## src/rtl/debounce_multi_if.sv

```systemverilog
// rtl/debounce_multi_if.sv - grouped tick/input/output signals of the multi-channel debouncer
interface debounce_multi_if #(
  parameter int CHANNELS = 4
);
  logic                tick;
  logic [CHANNELS-1:0] noisy;
  logic                glitch_clr;
  logic [CHANNELS-1:0] debounced;
  logic [CHANNELS-1:0] rise;
  logic [CHANNELS-1:0] fall;
  logic [15:0]         glitch_count;

  modport master (
    output tick, noisy, glitch_clr,
    input  debounced, rise, fall, glitch_count
  );

  modport slave (
    input  tick, noisy, glitch_clr,
    output debounced, rise, fall, glitch_count
  );
endinterface

```

## src/rtl/debounce_multi.sv

```systemverilog
// rtl/debounce_multi.sv - per-channel synchronise + press/release qualification FSM with shared glitch counter
module debounce_multi #(
  parameter int CHANNELS      = 4,
  parameter int PRESS_TICKS   = 1000000,
  parameter int RELEASE_TICKS = 1000000,
  parameter int SYNC_STAGES   = 2
) (
  input  logic            clk,
  input  logic            reset,
  debounce_multi_if.slave bus
);

  localparam int MAX_TICKS = (PRESS_TICKS > RELEASE_TICKS) ? PRESS_TICKS : RELEASE_TICKS;
  localparam int TW        = $clog2(MAX_TICKS + 1);
  localparam logic [TW-1:0] PRESS_LAST   = TW'(PRESS_TICKS - 1);
  localparam logic [TW-1:0] RELEASE_LAST = TW'(RELEASE_TICKS - 1);

  typedef enum logic [1:0] {
    ST_IDLE    = 2'd0,
    ST_PRESS   = 2'd1,
    ST_HELD    = 2'd2,
    ST_RELEASE = 2'd3
  } state_t;

  logic [CHANNELS-1:0] sync_q [SYNC_STAGES];
  logic [CHANNELS-1:0] sync_d [SYNC_STAGES];
  state_t              state_q [CHANNELS];
  state_t              state_d [CHANNELS];
  logic [TW-1:0]       timer_q [CHANNELS];
  logic [TW-1:0]       timer_d [CHANNELS];
  logic [CHANNELS-1:0] debounced_q, debounced_d;
  logic [CHANNELS-1:0] rise_q, rise_d;
  logic [CHANNELS-1:0] fall_q, fall_d;
  logic [15:0]         glitch_count_q, glitch_count_d;

  logic [CHANNELS-1:0] s;
  logic [CHANNELS-1:0] abort;
  logic [6:0]          abort_num;
  logic [15:0]         glitch_base;
  logic [16:0]         glitch_sum;

  assign s = sync_q[SYNC_STAGES-1];

  // Shift each raw input through the synchroniser chain.
  always_comb begin
    sync_d[0] = bus.noisy;
    for (int k = 1; k < SYNC_STAGES; k++) begin
      sync_d[k] = sync_q[k-1];
    end
  end

  // Per-channel qualification FSM; a level change on s during PRESS/RELEASE is an abort.
  always_comb begin
    abort = '0;
    for (int i = 0; i < CHANNELS; i++) begin
      state_d[i] = state_q[i];
      timer_d[i] = timer_q[i];
      case (state_q[i])
        ST_IDLE: begin
          if (s[i]) begin
            state_d[i] = ST_PRESS;
            timer_d[i] = '0;
          end
        end
        ST_PRESS: begin
          if (!s[i]) begin
            state_d[i] = ST_IDLE;
            abort[i]   = 1'b1;
          end else if (bus.tick) begin
            if (timer_q[i] == PRESS_LAST) begin
              state_d[i] = ST_HELD;
            end else begin
              timer_d[i] = timer_q[i] + TW'(1);
            end
          end
        end
        ST_HELD: begin
          if (!s[i]) begin
            state_d[i] = ST_RELEASE;
            timer_d[i] = '0;
          end
        end
        ST_RELEASE: begin
          if (s[i]) begin
            state_d[i] = ST_HELD;
            abort[i]   = 1'b1;
          end else if (bus.tick) begin
            if (timer_q[i] == RELEASE_LAST) begin
              state_d[i] = ST_IDLE;
            end else begin
              timer_d[i] = timer_q[i] + TW'(1);
            end
          end
        end
        default: begin
          state_d[i] = ST_IDLE;
        end
      endcase
    end
  end

  // Debounced level follows the next state so it, rise and fall land on the same edge.
  always_comb begin
    debounced_d = '0;
    for (int i = 0; i < CHANNELS; i++) begin
      debounced_d[i] = (state_d[i] == ST_HELD) || (state_d[i] == ST_RELEASE);
    end
    rise_d = debounced_d & ~debounced_q;
    fall_d = ~debounced_d & debounced_q;
  end

  // Add this cycle's aborts from all channels to the (optionally cleared) count, saturating.
  always_comb begin
    abort_num = '0;
    for (int i = 0; i < CHANNELS; i++) begin
      abort_num = abort_num + 7'(abort[i]);
    end
    glitch_base    = bus.glitch_clr ? 16'h0000 : glitch_count_q;
    glitch_sum     = {1'b0, glitch_base} + 17'(abort_num);
    glitch_count_d = glitch_sum[16] ? 16'hFFFF : glitch_sum[15:0];
  end

  // State register; reset drops everything immediately so no partial qualification survives.
  always_ff @(posedge clk or posedge reset) begin
    if (reset) begin
      for (int k = 0; k < SYNC_STAGES; k++) begin
        sync_q[k] <= '0;
      end
      for (int i = 0; i < CHANNELS; i++) begin
        state_q[i] <= ST_IDLE;
        timer_q[i] <= '0;
      end
      debounced_q    <= '0;
      rise_q         <= '0;
      fall_q         <= '0;
      glitch_count_q <= '0;
    end else begin
      for (int k = 0; k < SYNC_STAGES; k++) begin
        sync_q[k] <= sync_d[k];
      end
      for (int i = 0; i < CHANNELS; i++) begin
        state_q[i] <= state_d[i];
        timer_q[i] <= timer_d[i];
      end
      debounced_q    <= debounced_d;
      rise_q         <= rise_d;
      fall_q         <= fall_d;
      glitch_count_q <= glitch_count_d;
    end
  end

  assign bus.debounced    = debounced_q;
  assign bus.rise         = rise_q;
  assign bus.fall         = fall_q;
  assign bus.glitch_count = glitch_count_q;

endmodule

```

## src/flat_wrapper.sv

```systemverilog
// flat-port wrapper written by rule: the top's interface ports become plain ports
module debounce_multi_flat 
#(
  parameter int CHANNELS      = 4,
  parameter int PRESS_TICKS   = 1000000,
  parameter int RELEASE_TICKS = 1000000,
  parameter int SYNC_STAGES   = 2
)
  (clk, reset, bus_tick, bus_noisy, bus_glitch_clr, bus_debounced, bus_rise, bus_fall, bus_glitch_count);
  debounce_multi_if #(.CHANNELS(CHANNELS)) bus_i ();
  input  logic clk;
  input  logic reset;
  input wire logic [$bits(bus_i.tick)-1:0] bus_tick;
  input wire logic [$bits(bus_i.noisy)-1:0] bus_noisy;
  input wire logic [$bits(bus_i.glitch_clr)-1:0] bus_glitch_clr;
  output wire logic [$bits(bus_i.debounced)-1:0] bus_debounced;
  output wire logic [$bits(bus_i.rise)-1:0] bus_rise;
  output wire logic [$bits(bus_i.fall)-1:0] bus_fall;
  output wire logic [$bits(bus_i.glitch_count)-1:0] bus_glitch_count;
  assign bus_i.tick = bus_tick;
  assign bus_i.noisy = bus_noisy;
  assign bus_i.glitch_clr = bus_glitch_clr;
  assign bus_debounced = bus_i.debounced;
  assign bus_rise = bus_i.rise;
  assign bus_fall = bus_i.fall;
  assign bus_glitch_count = bus_i.glitch_count;
  debounce_multi #(.CHANNELS(CHANNELS), .PRESS_TICKS(PRESS_TICKS), .RELEASE_TICKS(RELEASE_TICKS), .SYNC_STAGES(SYNC_STAGES)) u_core (.clk(clk), .reset(reset), .bus(bus_i));
endmodule
```

## config.mk

```make
export PLATFORM = sky130hd
export DESIGN_NAME = debounce_multi_flat
export DESIGN_NICKNAME = d
export VERILOG_FILES = /design/src/rtl/debounce_multi_if.sv /design/src/rtl/debounce_multi.sv /design/src/flat_wrapper.sv
export SDC_FILE = /design/constraint.sdc
export NUM_CORES = 1
export LEC_CHECK = 0
export ABC_AREA = 0
export CAP_MARGIN = 20
export CORE_MARGIN = 2
export CORE_UTILIZATION = 45
export CTS_BUF_LIST = sky130_fd_sc_hd__clkbuf_4 sky130_fd_sc_hd__clkbuf_8
export CTS_CLUSTER_SIZE = 25
export DETAILED_ROUTE_END_ITERATION = 6
export GPL_TIMING_DRIVEN = 0
export HOLD_SLACK_MARGIN = 0.15
export PLACE_DENSITY = 0.67
export SYNTH_ARGS = -nofsm -noshare
export SYNTH_HDL_FRONTEND = slang
export SYNTH_SLANG_ARGS = --single-unit
```

## constraint.sdc

```tcl
create_clock -name clk -period 4.9 [get_ports clk]
set_input_delay 0.98 -clock clk [delete_from_list [all_inputs] [get_ports clk]]
set_output_delay 0.98 -clock clk [all_outputs]
set_load 0.1 [all_outputs]
```

==> impl_metrics.toml, run 1 <==
[status]
outcome = "complete, no violations"

[sta]
slew_violations = 0
hold_viol = 0
max_freq_mhz = 219
setup-tns-final_ps = 0
worstMarginPinSlew_ps = 1000
slew_headroom = 0.326
period_share = 0.933
fin_skew_ps = 13.4
rsz0062_at_grt = "false"
whs_ps = 351
setup_viol = 0
fin_crit_ps = 4570

[detailed_routing]
drt_iter0_drc = 444
drc = 0
vias_per_cell = 5.89
wl_um = 14900
drt_first_pass_iters = 5
via_count = 5470
detail_route.wl_per_cell_um = 16.0
ant_nets = 0

[pwr]
p_leak_uw = 0.00333
power_uw = 2310
ir_worst_vdd_mv = 0.178
power_density_nw_per_um2 = 301

[global_routing]
grt_pass1_vias = 5424
grt_overflow = 0
grt_pass1_wl_um = 25600
antenna_found_initial = 0
grt_usage = 0.198
grt_max_degree = 88

[floorplan]
core-area_um2 = 14500
pin_count = 36
die_h_um = 126
dieArea_um2 = 15800
start_util = 0.460
die_x_um = 126
floorplan.rows = 44

[critical_path]
worstPathArrival_ps = 4860
critPathKind = "reg2reg"
critPathLaunchType = "register"
setup.worst_path.end_class = "register"
worstPathMaxFanout = 10
critPathRequiredTime_ps = 5190

[synthesis]
synthTopCellsByArea = "dfrtp_1, nand3_1, nand2_1, nor2_1, xor2_1"
ys_dominant_reg_cell = "dfrtp_1"
syn-num-nets = 697
avgSynthCellArea_um2 = 9.83
yosysTopAreaCell = "dfrtp_1"
async_reset_ff_frac = 1.00
ys_warn_count = 0
ys_types = 73
seq_area_frac_synth = 0.466
syn-cell-area_um2 = 6660
netlist.area_leader.share = 0.466
synth-seq-cells = 124
syn_inst = 678
synth_edf_count = 0

[min_path]
hold_path.class = "reg2reg"

[cells_and_area]
area_delta_synth_final_pct = 15.0
fin_nets = 751
drive_above_1_share = 0.0981
antenna_cells = 0
stdcell_count = 928

[placement]
numPortBuffers = 34
dp_cells = 897
dp_hpwl_um = 10200
gp_congestion = 0.862

[clock_tree]
cts_tree = "done"
clk_latency_ps = 450
clkTransAtPathRegs_ps = 70
h-tree-depth = 4
cts-buffers-inserted = 17
clock-sinks = 124
clk_path_buf_depth = 2
holdBufCountCts = 0
postCtsSetupBuffers = 0
cts-root-buf = "clkbuf_8"
post_cts_resized = 0

[run]
maxCapViolCount = 0
[flip-flops by register name, indices dropped and copies added (netlist names)]
name and flops:
u_core.bus.debounced 4, u_core.timer_q 80, u_core.bus.rise 4, u_core.s 4, u_core.bus.glitch_count 16, u_core.bus.fall 4
u_core.sync_d 4, u_core.state_q 8
[cells in the mapped netlist, types with 11 or more instances]
| cell type | instances |
|---|---|
| clkbuf_1 | 15 |
| xor2_1 | 24 |
| xnor2_1 | 17 |
| a21oi_1 | 13 |
| o21ai_0 | 16 |
| o211ai_1 | 13 |
| dfrtp_1 | 124 |
| nor3_1 | 15 |
| a22o_1 | 14 |
| nand4_1 | 27 |
| nand2_1 | 62 |
| nor2_1 | 61 |
| and4_1 | 11 |
| inv_1 | 27 |
| nand3_1 | 56 |
[routing by layer]
layer | global-route usage | vias to the layer above | part of all wire
met2 | 0.328 | 142 | 0.49
met5 | 0 | - | 0
li1 | - | 2590 | -
met3 | 0.0472 | 26 | 0.048
met1 | 0.254 | 2712 | 0.44
met4 | 0.0745 | 0 | 0.019
[final cells by class]
class / count / area (um^2)
fillers: 1308 / 6820
multi-input cells: 501 / 3330
flip-flops and latches: 124 / 3100
repair buffers: 35 / 368
clock buffers: 24 / 312
well taps: 184 / 230
plain buffers: 26 / 129
inverters: 27 / 106
clock inverters: 7 / 87.6
[layout by cell type (no fill, tap or decap), types with 5 or more instances in the layout]
cell type        instances
a21oi_1                 13
nand3_1                 56
o21ai_0                 16
nor3_1                  15
o211ai_1                13
xnor2_1                 17
nor2_1                  61
ha_1                     9
mux2i_1                 10
clkbuf_8                22
nor4_1                  10
nand2b_1                 6
nor2b_1                  8
nand3b_1                 5
a22o_1                  14
clkdlybuf4s50_1         34
or4_1                    6
nand2_1                 62
dfrtp_1                124
buf_2                    7
a21o_1                   8
inv_1                   26
mux2_2                   6
and3_1                   9
clkbuf_1                15
o31ai_1                  7
o311ai_0                 5
xor2_1                  24
nand4_1                 27
and4_1                  11
and2_1                   9
[cells by family (layout without fill, tap and decap cells)]
| kind of cell | Yosys count | in the layout | share of synthesized area |
|---|---|---|---|
| mux | 20 | 20 | 0.0331 |
| xor+xnor | 42 | 42 | 0.0563 |
| fa+ha+maj | 11 | 11 | 0.0229 |
| simple gates | 319 | 319 | 0.264 |
| flops | 124 | 124 | 0.466 |
| buf+inv | 53 | 119 | 0.0346 |
| compound gates | 109 | 109 | 0.123 |
[critical path, stage by stage, from the launching register on]
cell and delay [ps]:
dfrtp_1 410, xnor2_1 810, clkbuf_1 470, and2_1 200, ha_1 120, inv_1 50, fa_1 380, inv_1 60
ha_1 250, fa_1 470, a21oi_1 350, nor4_2 130, nand2_1 170, clkbuf_1 330, o21ai_0 210
[metrics by stage]
stage / util / area (um^2) / setup WS (ps)
global route: 0.529 / 7660 / 38.4
global placement: 0.499 / 7230 / -1120
CTS: 0.529 / 7660 / 361
finish: 0.529 / 7660 / 329
detailed placement: 0.502 / 7260 / 396
floorplan: - / 6660 / 621
[where the power goes]
part	internal (uW)	total (uW)	switching (uW)	leakage, uW
clock	517	914	398	0.000209
combinational	88.2	291	203	0.00143
sequential	1060	1100	41.1	0.00169
total	1670	2310	642	0.00333
[worst paths after layout]
| path | from | to | slack [ps] | cells after the start |
|---|---|---|---|---|
| setup reg to reg | u_core.s[1] | u_core.bus.glitch_count[9] | 330 | 14 |
| hold / removal | u_core.sync_d[0] | u_core.s[0] | 350 | 0 |
| setup / recovery | u_core.s[1] | u_core.bus.glitch_count[9] | 330 | 14 |
| min in group asynchronous | reset | u_core.bus.glitch_count[0] | 900 | 2 |
| hold reg to reg | u_core.sync_d[0] | u_core.s[0] | 350 | 0 |
| max in group asynchronous | reset | u_core.timer_q[19] | 3250 | 3 |
No activity file was read; power rests on OpenSTA's default activity.
==> run 2, diff against run 1 <==
--- a/config.mk
+++ b/config.mk
@@ -12,9 +12,10 @@
 export CTS_BUF_LIST = sky130_fd_sc_hd__clkbuf_4 sky130_fd_sc_hd__clkbuf_8
 export CTS_CLUSTER_SIZE = 25
 export DETAILED_ROUTE_END_ITERATION = 6
+export DONT_BUFFER_PORTS = 1
 export GPL_TIMING_DRIVEN = 0
 export HOLD_SLACK_MARGIN = 0.15
-export PLACE_DENSITY = 0.67
+export PLACE_DENSITY = 0.64
 export SYNTH_ARGS = -nofsm -noshare
 export SYNTH_HDL_FRONTEND = slang
 export SYNTH_SLANG_ARGS = --single-unit
==> impl_metrics.toml, run 2 (same netlist as run 1, synthesis figures left out) <==
[floorplan]
start_util = 0.460
die_h_um = 126
floorplan.rows = 44
die_x_um = 126
core-area_um2 = 14500
pin_count = 36
dieArea_um2 = 15800

[placement]
dp_cells = 863
numPortBuffers = 0
dpl_cell_area_um2 = 6920
gp_congestion = 0.829
dp_hpwl_um = 9920
place_ws_ps = 355

[clock_tree]
clk_latency_ps = 450
holdBufCountCts = 0
clkTransAtPathRegs_ps = 70
cts-buffers-inserted = 17
cts-root-buf = "clkbuf_8"
clk_path_buf_depth = 2
cts_tree = "done"
clock-sinks = 124
h-tree-depth = 4

[global_routing]
antenna_found_initial = 0
grt_overflow = 0
grt_max_degree = 70
grt_usage = 0.193
grt_pass1_vias = 5247
grt_pass1_wl_um = 25000

[sta]
worstMarginPinSlew_ps = 1050
setup_slack_ps = 410
setup_viol = 0
hold_viol = 0
fin_crit_ps = 4490
fin_skew_ps = 10.6
max_freq_mhz = 223
slew_violations = 0
slew_headroom = 0.302
rsz0062_at_grt = "false"
period_share = 0.916

[critical_path]
r2r_slack_ps = 410
critPathLaunchType = "register"
worstPathMaxFanout = 10
critPathKind = "reg2reg"
worstPathArrival_ps = 4790
r2r_cells = 14
critPathRequiredTime_ps = 5200
setup.worst_path.end_class = "register"

[pwr]
power_density_nw_per_um2 = 320
p_int_uw = 1690
seq_power_share = 0.504
switchingPower_uw = 661
ir_worst_vdd_mv = 0.157
p_clk_frac = 0.420
power_frac_comb = 0.076
netSwitchingFraction = 0.281
p_leak_uw = 0.00322

[cells_and_area]
fin_nets = 717
stdcell_count = 895
fin_area_um2 = 7360
area_delta_synth_final_pct = 10.6
layout_commonest_cell = "dfrtp_1"
final_cell_mix = "dfrtp_1, nand2_1, nor2_1"
largest_register = "u_core.timer_q"
antenna_cells = 0
num-fill-cells = 1343
ff_latch_area_um2 = 3100
drive_above_1_share = 0.105
multi_input_area_um2 = 3330
final_util = 0.509
largest_reg_flops = 80

[detailed_routing]
drt_first_pass_iters = 5
detail_route.wl_per_cell_um = 16.3
ant_nets = 0
via_count = 5293
wl_met1_um = 6770
top_layer = "met4"
met3_length_um = 583
vias_per_cell = 5.91
wl_um = 14600
drt_iter0_drc = 331
drc = 0
routed-wl-met2_um = 6950

[min_path]
hold_depth = 0
hold_path.class = "reg2reg"

[run]
maxCapViolCount = 0

[status]
outcome = "complete, no violations"
run 2: per-stage QoR:
| step | TNS [ps] | power [uW] | hold WS [ps] |
|---|---|---|---|
| final | 0 | 2360 | 347 |
| after floorplan | 0 | 1330 | 331 |
| after detailed placement | 0 | 1390 | 336 |
| after global placement | -84910 | 1370 | 337 |
| after CTS | 0 | 2380 | 351 |
| after global routing | 0 | 2450 | 371 |
run 2: layout make-up:
cell class,count,area share
inverter,27,0.0144
tap,184,0.0313
buffer,26,0.0177
clock buffer,23,0.0413
timing repair buffer,1,0.00374
sequential,124,0.421
multi-input combinational,501,0.452
clock inverter,9,0.0183
run 2: timing repair:
action                                  in CTS  in global routing
resized for setup                            0                  2
endpoints found under the setup margin       0                  1
buffers inserted                             0                  0
run 2: power groups by stage:
stage               Sequential (uW)  Combinational, uW  Clock [uW]
floorplan                      1190                135           0
global placement               1200                169           0
detailed placement             1210                180           0
CTS                            1190                181        1010
global route                   1190                202        1050
finish                         1190                179         990
run 2: path summary, 6_finish.rpt:
path	startpoint	endpoint
max reg2reg	u_core.s[1]	u_core.bus.glitch_count[9]
min	u_core.sync_d[0]	u_core.s[0]
max in group asynchronous	reset	u_core.sync_d[0]
min in group asynchronous	reset	u_core.bus.debounced[1]
min reg2reg	u_core.sync_d[0]	u_core.s[0]
max	u_core.s[1]	u_core.bus.glitch_count[9]
run 2: critical path, cell delays in order (launching register included):
cell and delay [ps]:
dfrtp_1 410, xnor2_1 750, clkbuf_1 460, and2_1 210, ha_1 120, inv_1 50, fa_1 490, inv_1 50
ha_1 220, fa_1 430, a21oi_1 350, nor4_2 120, nand2_1 170, clkbuf_1 350, o21ai_0 160
run 2: layer usage:
layer,GRT usage,vias to the layer above
met5,0,-
met4,0.0810,0
met2,0.310,105
met1,0.255,2635
met3,0.0399,30
li1,-,2523
